==> config.mk <==
export PLATFORM = sky130hd
export DESIGN_NAME = bcd_7seg_scan
export DESIGN_NICKNAME = d
export VERILOG_FILES = /design/src/rtl/bcd_disp_pkg.sv /design/src/rtl/bcd_to_7seg.sv /design/src/rtl/bcd_7seg_scan.sv
export SDC_FILE = /design/constraint.sdc
export NUM_CORES = 1
export LEC_CHECK = 0
export ABC_AREA = 1
export CORE_ASPECT_RATIO = 0.75
export CORE_MARGIN = 5
export CORE_UTILIZATION = 55
export DETAILED_ROUTE_END_ITERATION = 10
export PLACE_DENSITY = 0.77
export SLEW_MARGIN = 5
export SYNTH_ARGS = -nofsm -noshare
export SYNTH_HDL_FRONTEND = slang
export SYNTH_SLANG_ARGS = --single-unit
==> constraint.sdc <==
create_clock -name clk -period 4.1 [get_ports clk]
set_clock_uncertainty 0.15 [all_clocks]
set_input_delay 0.615 -clock clk [delete_from_list [all_inputs] [get_ports clk]]
set_output_delay 0.615 -clock clk [all_outputs]
set_load 0.01 [all_outputs]
==> src/rtl/bcd_disp_pkg.sv <==
// Shared types and display constants for the two-digit seven-segment scanner.
// Segment patterns are active-low, ordered {g,f,e,d,c,b,a}; anode selects are active-low.
package bcd_disp_pkg;

  typedef enum logic [1:0] {
    ST_IDLE = 2'd0,
    ST_DIG0 = 2'd1,
    ST_DIG1 = 2'd2
  } state_t;

  // Frame snapshot: everything that may appear on the display for one frame.
  typedef struct packed {
    logic [3:0] tens;
    logic [3:0] ones;
    logic       co;
  } snap_t;

  localparam logic [6:0] SEG_0    = 7'b1000000;
  localparam logic [6:0] SEG_1    = 7'b1111001;
  localparam logic [6:0] SEG_2    = 7'b0100100;
  localparam logic [6:0] SEG_3    = 7'b0110000;
  localparam logic [6:0] SEG_4    = 7'b0011001;
  localparam logic [6:0] SEG_5    = 7'b0010010;
  localparam logic [6:0] SEG_6    = 7'b0000010;
  localparam logic [6:0] SEG_7    = 7'b1111000;
  localparam logic [6:0] SEG_8    = 7'b0000000;
  localparam logic [6:0] SEG_9    = 7'b0010000;
  localparam logic [6:0] SEG_DASH = 7'b0111111;
  localparam logic [6:0] SEG_OFF  = 7'b1111111;

  localparam logic [1:0] AN_OFF  = 2'b11;
  localparam logic [1:0] AN_ONES = 2'b10;
  localparam logic [1:0] AN_TENS = 2'b01;

endpackage

==> src/rtl/bcd_to_7seg.sv <==
// Combinational BCD to active-low seven-segment decoder.
// Codes 10..15 are not decimal digits and render as a dash.
module bcd_to_7seg
  import bcd_disp_pkg::*;
(
  input  logic [3:0] bcd,
  output logic [6:0] seg
);

  always_comb begin
    unique case (bcd)
      4'd0:    seg = SEG_0;
      4'd1:    seg = SEG_1;
      4'd2:    seg = SEG_2;
      4'd3:    seg = SEG_3;
      4'd4:    seg = SEG_4;
      4'd5:    seg = SEG_5;
      4'd6:    seg = SEG_6;
      4'd7:    seg = SEG_7;
      4'd8:    seg = SEG_8;
      4'd9:    seg = SEG_9;
      default: seg = SEG_DASH;
    endcase
  end

endmodule

==> src/rtl/bcd_7seg_scan.sv <==
// Two-digit common-anode seven-segment scanner with per-frame input snapshot.
// Optional feature: define BCD_SCAN_LEADING_ZERO_BLANK_EN to blank a leading tens zero.
module bcd_7seg_scan
  import bcd_disp_pkg::*;
#(
  parameter int REFRESH_DIV = 100000
) (
  input  logic       clk,
  input  logic       n_clr,
  input  logic       enable,
  input  logic [3:0] d1,
  input  logic [3:0] d2,
  input  logic       co,
  output logic [1:0] an,
  output logic [6:0] seg,
  output logic       dp
);

  localparam int             CW = $clog2(REFRESH_DIV);
  localparam logic [CW-1:0] TC = CW'(REFRESH_DIV - 1);

  state_t        state, state_nx;
  logic [CW-1:0] cnt, cnt_nx;
  snap_t         snap, snap_nx;
  logic [1:0]    an_nx;
  logic [6:0]    seg_nx;
  logic          dp_nx;
  logic [3:0]    dec_in;
  logic [6:0]    dec_seg;

  // NOTE: every always_comb output gets a default first so no path can infer a latch.
  always_comb begin
    state_nx = state;
    cnt_nx   = cnt;
    snap_nx  = snap;
    if (!enable) begin
      state_nx = ST_IDLE;
      cnt_nx   = '0;
    end else begin
      unique case (state)
        ST_IDLE: begin
          snap_nx  = '{tens: d2, ones: d1, co: co};
          cnt_nx   = '0;
          state_nx = ST_DIG0;
        end
        ST_DIG0: begin
          if (cnt == TC) begin
            cnt_nx   = '0;
            state_nx = ST_DIG1;
          end else begin
            cnt_nx = cnt + 1'b1;
          end
        end
        ST_DIG1: begin
          if (cnt == TC) begin
            snap_nx  = '{tens: d2, ones: d1, co: co};
            cnt_nx   = '0;
            state_nx = ST_DIG0;
          end else begin
            cnt_nx = cnt + 1'b1;
          end
        end
        default: begin
          cnt_nx   = '0;
          state_nx = ST_IDLE;
        end
      endcase
    end
  end

  // Outputs are decoded from the next state/snapshot so the registered pins
  // change on the same edge as the state transition.
  assign dec_in = (state_nx == ST_DIG1) ? snap_nx.tens : snap_nx.ones;

  bcd_to_7seg u_dec (
    .bcd (dec_in),
    .seg (dec_seg)
  );

  always_comb begin
    an_nx  = AN_OFF;
    seg_nx = SEG_OFF;
    dp_nx  = 1'b1;
    unique case (state_nx)
      ST_DIG0: begin
        an_nx  = AN_ONES;
        seg_nx = dec_seg;
      end
      ST_DIG1: begin
`ifdef BCD_SCAN_LEADING_ZERO_BLANK_EN
        if (snap_nx.tens != 4'd0) begin
          an_nx  = AN_TENS;
          seg_nx = dec_seg;
          dp_nx  = ~snap_nx.co;
        end
`else
        an_nx  = AN_TENS;
        seg_nx = dec_seg;
        dp_nx  = ~snap_nx.co;
`endif
      end
      default: ;
    endcase
  end

  // NOTE: sequential state uses non-blocking assignments so all registers see pre-edge values.
  always_ff @(posedge clk or negedge n_clr) begin
    if (!n_clr) begin
      state <= ST_IDLE;
      cnt   <= '0;
      snap  <= '0;
      an    <= AN_OFF;
      seg   <= SEG_OFF;
      dp    <= 1'b1;
    end else begin
      state <= state_nx;
      cnt   <= cnt_nx;
      snap  <= snap_nx;
      an    <= an_nx;
      seg   <= seg_nx;
      dp    <= dp_nx;
    end
  end

endmodule

# ---- Yosys cells after proc, flatten, opt, wreduce, memory -nomap -nowiden
# Memory sizes are Yosys's and may differ from the RTL's.
# Index checks and enable logic that the tools add are counted.
dict set report classes {
  n_eq_ne 5
  bitwise_logic 1
  add_sub_neg 1
  n_reduce_logical 3
  n_mux 14
}
# operator n
set op_table {}
lappend op_table {{2-to-1 mux 17 bit} 3}
lappend op_table {{2-to-1 mux 9 bit} 2}
lappend op_table {{case mux 9 bit (2 select lines)} 1}
lappend op_table {{adder 17 x 1 -> 17 bit, second input constant} 1}
lappend op_table {{== test 17 bit, second input constant} 1}
lappend op_table {{2-to-1 mux 7 bit} 1}
lappend op_table {{2-to-1 mux 2 bit} 3}
lappend op_table {{case mux 2 bit (3 select lines)} 1}
lappend op_table {{== test 2 x 1 -> 1 bit, second input constant} 2}
lappend op_table {{== test 2 bit, second input constant} 2}
lappend op_table {{2-to-1 mux 4 bit} 1}
lappend op_table {{case mux 2 bit (2 select lines)} 1}
lappend op_table {{OR reduction 2 bit} 2}
lappend op_table {{zero test 2 bit} 1}
lappend op_table {{2-to-1 mux 1 bit} 1}
lappend op_table {{inverter 1 bit} 1}
dict set report word_totals {
  romBits 112
  word_cells 33
  regBits 38
  input_bits 12
  out_inout_bits 10
  n_memories 1
}
# memory depth word_bits rd rd_ports_with_merged_regs wr line
set memory_table {}
lappend memory_table {{(name not given)} 16 7 1 0 0 bcd_to_7seg.sv:11} ;# unique case (bcd)

# ---- Logic depth before layout (Yosys ltp)
# An unclocked memory read counts as a cell.
dict set report logic_depth {
  depth_word 8
  ltp_mapped 19
  depth_no_buf 18
}

# ---- Modules after synthesis
# From an unflattened synthesis, not the netlist that was laid out.
dict set report hier_totals {
  hier_cells 297
  hier_area_um2 2285.9
}
# module cells_per_inst area_per_inst_um2 n_inst seq_area_each_um2
set by_module_without_submodules {}
lappend by_module_without_submodules {bcd_7seg_scan 262 2098.3 1 963.4}
lappend by_module_without_submodules {bcd_to_7seg 35 187.7 1 0.0}

# ---- Least setup slack after synthesis
# No wires, ideal clock.
dict set report synth_path {
  kind {reg2reg}
  start {register cnt[0]}
  end {register seg[3]}
  path_buffers 1
  path_stages_with_launch 17
  t_arrival_ns 2.723
  setup_ns 0.085
  synth_period_minus_slack_ns 2.959
  slack_ns 1.141
  t_required_ns 3.865
  path_cell_list {dfrtp_1 > ha_1 > nand3_1 > nor2_2 > nand3_4 > buf_6 > nand2_1 > inv_1 > a2111oi_2 > ha_1 > inv_1 > nand3_1 > nand2_2 > ha_1 > nand3_1 > nand3_1 > nand3_1}
}
dict set report synth_between {
  elab_chain_cells 8
  elab_cells_between_ends 14
  classes_between {3 x eq/ne; 9 x mux; 1 x reduce/logical; 1 x memory}
}
# element line
set synth_lines {}
lappend synth_lines {{from (decl)} bcd_7seg_scan.sv:23} ;# logic [CW-1:0] cnt, cnt_nx;
lappend synth_lines {{from (signal assigned)} bcd_7seg_scan.sv:117} ;# cnt <= cnt_nx;
lappend synth_lines {{== test 17 bit *} {bcd_7seg_scan.sv:47, bcd_7seg_scan.sv:55}}
lappend synth_lines {{2-to-1 mux 2 bit (on tied branches)} {bcd_7seg_scan.sv:55, bcd_7seg_scan.sv:47}}
lappend synth_lines {{case mux 2 bit (3 select lines) *} bcd_7seg_scan.sv:40} ;# unique case (state)
lappend synth_lines {{2-to-1 mux 2 bit *} bcd_7seg_scan.sv:36} ;# if (!enable) begin
lappend synth_lines {{named net state_nx[1]} bcd_7seg_scan.sv:22} ;# state_t state, state_nx;
lappend synth_lines {{== test 2 bit} {bcd_7seg_scan.sv:73, bcd_7seg_scan.sv:84}}
lappend synth_lines {{2-to-1 mux 4 bit} bcd_7seg_scan.sv:73} ;# assign dec_in = (state_nx == ST_DIG1) ? snap_nx.tens : snap_nx.ones;
lappend synth_lines {{memory (16 x 7 bit)} n/a}
lappend synth_lines {{2-to-1 mux 7 bit *} bcd_7seg_scan.sv:84} ;# unique case (state_nx)
lappend synth_lines {{named net seg_nx[3]} bcd_7seg_scan.sv:26} ;# logic [6:0] seg_nx;
lappend synth_lines {{to (signal assigned)} bcd_7seg_scan.sv:120} ;# seg <= seg_nx;
lappend synth_lines {{to (decl)} bcd_7seg_scan.sv:15} ;# output logic [6:0] seg,
# Mark *: on every way through the listed nets, which the timed path passes. The rest lies on a longest branch.

# ---- Worst setup path after layout
dict set report layout_path {
  start {register cnt[1]}
  end {register seg[3]}
}
# The elaborated chain is that of the path after synthesis.

==> impl_metrics.ini <==
[pwr]
vdd_drop_max_uv = 214.2
power.leakage_nw = 1.237
power_frac_clock = 0.305
pwr-share-seq = 0.509
power_density_mw_per_mm2 = 318.8
internal_power_mw = 0.5887
power.switching_mw = 0.2357
netSwitchingFraction = 0.2859
p_comb_frac = 0.185

[grt]
grt_max_degree = 39
grt_pass1_wl_um = 7762
globalRouteOverflowTotal = 0
antenna_found_initial = 0
grt_pass1_vias = 1664
grt_usage = 0.1785

[detailed_routing]
dr.pass1.iters = 4
drtAntennaViolNets = 0
drcViolationCount = 0
drt_iter0_drc = 84
vias = 1778
viasPerCell = 5.051
drt-total-wl_um = 4424
wire_per_inst_um = 12.57

[timing]
tns_ps = 0
period_share = 0.8254
setup_viol = 0
worst_slew_pin_slew_ps = 825.9
finalCriticalPeriod_ps = 3384
setup_ws_ps = 715.7
hold_viol = 0
grt_setup_unrepaired = false
slew_viol_final = 0
timing.slew.headroom = 0.4494
max_freq_mhz = 295.5

[yosys]
yosys_warnings = 0
synth-seq-area-share = 0.4261
ys_types = 32
syn_area_mm2 = 0.002261
syn_inst = 273
synth.avg_cell_area_um2 = 8.282
synth-seq-cells = 38
synth.net_count = 299

[setup_path]
rr_worst_depth = 15
critPathMaxFanout = 19
cp_cell_sequence = ha_1 > nand3_1 > nor2_2 > nand3_4 > nand2_1 > inv_1 > a2111oi_2 > ha_1 > inv_1 > nand3_1 > nand2_2 > ha_1 > nand3_1 > nand3_1 > nand3_1
worst_ep_arrival_time_ps = 3450
endpoint_kind = flop
criticalPathCategory = flop to flop
r2r-start = cnt[1]$_DFF_PN0_
crit_top_cell = nand3_1
r2r_end = seg[3]$_DFF_PN1_
worst_path_largest_cell_delay_ps = 420
critPathRequiredTime_ps = 4170
crit_path_start_kind = flop
crit_slowest_cell = ha_1
reg2reg_slack_ps = 720

[clock_tree]
ctsResizeCount = 0
cts.clk_slew.worst_paths_ps = 80
hold_buffers = 0
cts_setup_buffers = 0
cts_tree = yes
clock_sinks = 38
clockBufferDepth = 2
root_buffer = clkbuf_8
tritoncts.num_buffers = 5
clk_latency_ps = 300
cts_htree_levels = 2

[die]
die_area_mm2 = 0.005506
core_area_mm2 = 0.004004
fp.dieW_um = 84.04
die_y_um = 65.53
start_util = 0.5647
rows = 20
ioPinCount = 22

[place]
gp_congestion = 0.8207
port_buffers = 21
dp_hpwl_um = 3228
dp_slack_ps = 764.7

[finish]
fin_nets = 322
drive_above_1_share = 0.1616
final_common_cell = nand2_1
diodes = 0
mostFrequentLayoutCells = nand2_1, inv_1, nand3_1
synthToLayoutAreaGrowth_pct = 14.39

[flow_run]
max_cap_viol_count = 0

[status]
outcome = finished, final reports clean

[min_path]
min_path_type = input pin to asynchronous set/reset pin
-- power by group through the flow --
stage | sequential, mW | combinational [mW] | clock [mW]
5_1_grt | 0.422 | 0.172 | 0.281
2_1_floorplan | 0.431 | 0.0874 | 0
3_5_place_dp | 0.427 | 0.152 | 0
6_report | 0.420 | 0.153 | 0.252
4_1_cts | 0.420 | 0.153 | 0.258
3_3_place_gp | 0.426 | 0.149 | 0
-- per-stage QoR --
| step | std cells | utilization | hold slack [ps] | instance area, um^2 | total power [mW] |
|---|---|---|---|---|---|
| final | 352 | 0.6459 | 264.8 | 2586 | 0.8244 |
| after global routing | 352 | 0.6459 | 345.9 | 2586 | 0.8750 |
| after CTS | 352 | 0.6459 | 299.5 | 2586 | 0.8308 |
| after detailed placement | 344 | 0.6253 | 310.2 | 2504 | 0.5787 |
| after global placement | 344 | 0.6253 | 291.4 | 2504 | 0.5753 |
| after floorplan | 273 | - | 169.4 | 2261 | 0.5189 |
-- worst max-delay path: cells and delay by family (launching register included) --
kind | cells | cell delay [ps]
simple gates | 9 | 1280
compound gates | 1 | 380
fa+ha+maj | 3 | 900
flops | 1 | 370
buf+inv | 2 | 230
-- area by class of cell --
| type | instances | area (um^2) |
|---|---|---|
| Inverter | 42 | 157.7 |
| Fill cell | 370 | 1418 |
| Clock buffer | 6 | 72.57 |
| Sequential cell | 38 | 963.4 |
| Timing Repair Buffer | 21 | 205.2 |
| Tap cell | 55 | 68.82 |
| Clock inverter | 2 | 10.01 |
| Multi-Input combinational cell | 188 | 1109 |
-- registers in the layout, indices dropped and copies added, names as in the netlist --
name / flops
snap: 9
state: 2
cnt: 17
an: 2
seg: 7
dp: 1
-- synthesized netlist by cell type, drive strengths merged --
cell     instances  area, um^2
nand2           65       291.5
inv             42       157.6
nand3           36       225.2
dfrtp           28       700.7
nor2            28       115.1
a21oi           20       115.1
ha              14       175.2
dfstp           10       262.8
o21ai            6       41.29
buf              5       31.28
nor3             5       35.03
nand4            3       18.77
a211oi           2       15.01
xor2             2       17.52
a2111oi          1       15.01
a31oi            1       6.260
nand3b           1       7.510
nor4             1       6.260
o21a             1       7.510
o21bai           1       7.510
xnor2            1       8.760
-- cell families (layout without fill, tap and decap cells) --
kind of cell,after synthesis,after routing,share of synthesized area
simple gates,139,139,0.3093
fa+ha+maj,14,14,0.07748
flops,38,38,0.4261
buf+inv,47,71,0.08356
xor+xnor,3,3,0.01162
compound gates,32,32,0.09187
-- worst max path at each step --
stage | from | to | slack (ps) | depth (start not counted)
final | cnt[1]$_DFF_PN0_ | seg[3]$_DFF_PN1_ | 720 | 15
after global routing | cnt[0]$_DFF_PN0_ | seg[3]$_DFF_PN1_ | 350 | 15
after CTS | cnt[0]$_DFF_PN0_ | seg[3]$_DFF_PN1_ | 740 | 15
after detailed placement | cnt[0]$_DFF_PN0_ | seg[3]$_DFF_PN1_ | 760 | 15
after global placement | enable | seg[3]$_DFF_PN1_ | 910 | 11
after floorplan | cnt[0]$_DFF_PN0_ | seg[3]$_DFF_PN1_ | 1140 | 16
-- layer usage --
metal / wire, um / up-vias / global-route usage / part of all wire
li1: - / 916 / - / -
met1: 2257 / 815 / 0.2474 / 0.51
met2: 1901 / 41 / 0.2717 / 0.43
met3: 217 / 6 / 0.04261 / 0.049
met4: 48 / 0 / 0.06627 / 0.011
met5: 0 / - / 0 / 0
(Power assumes the default switching activity.)
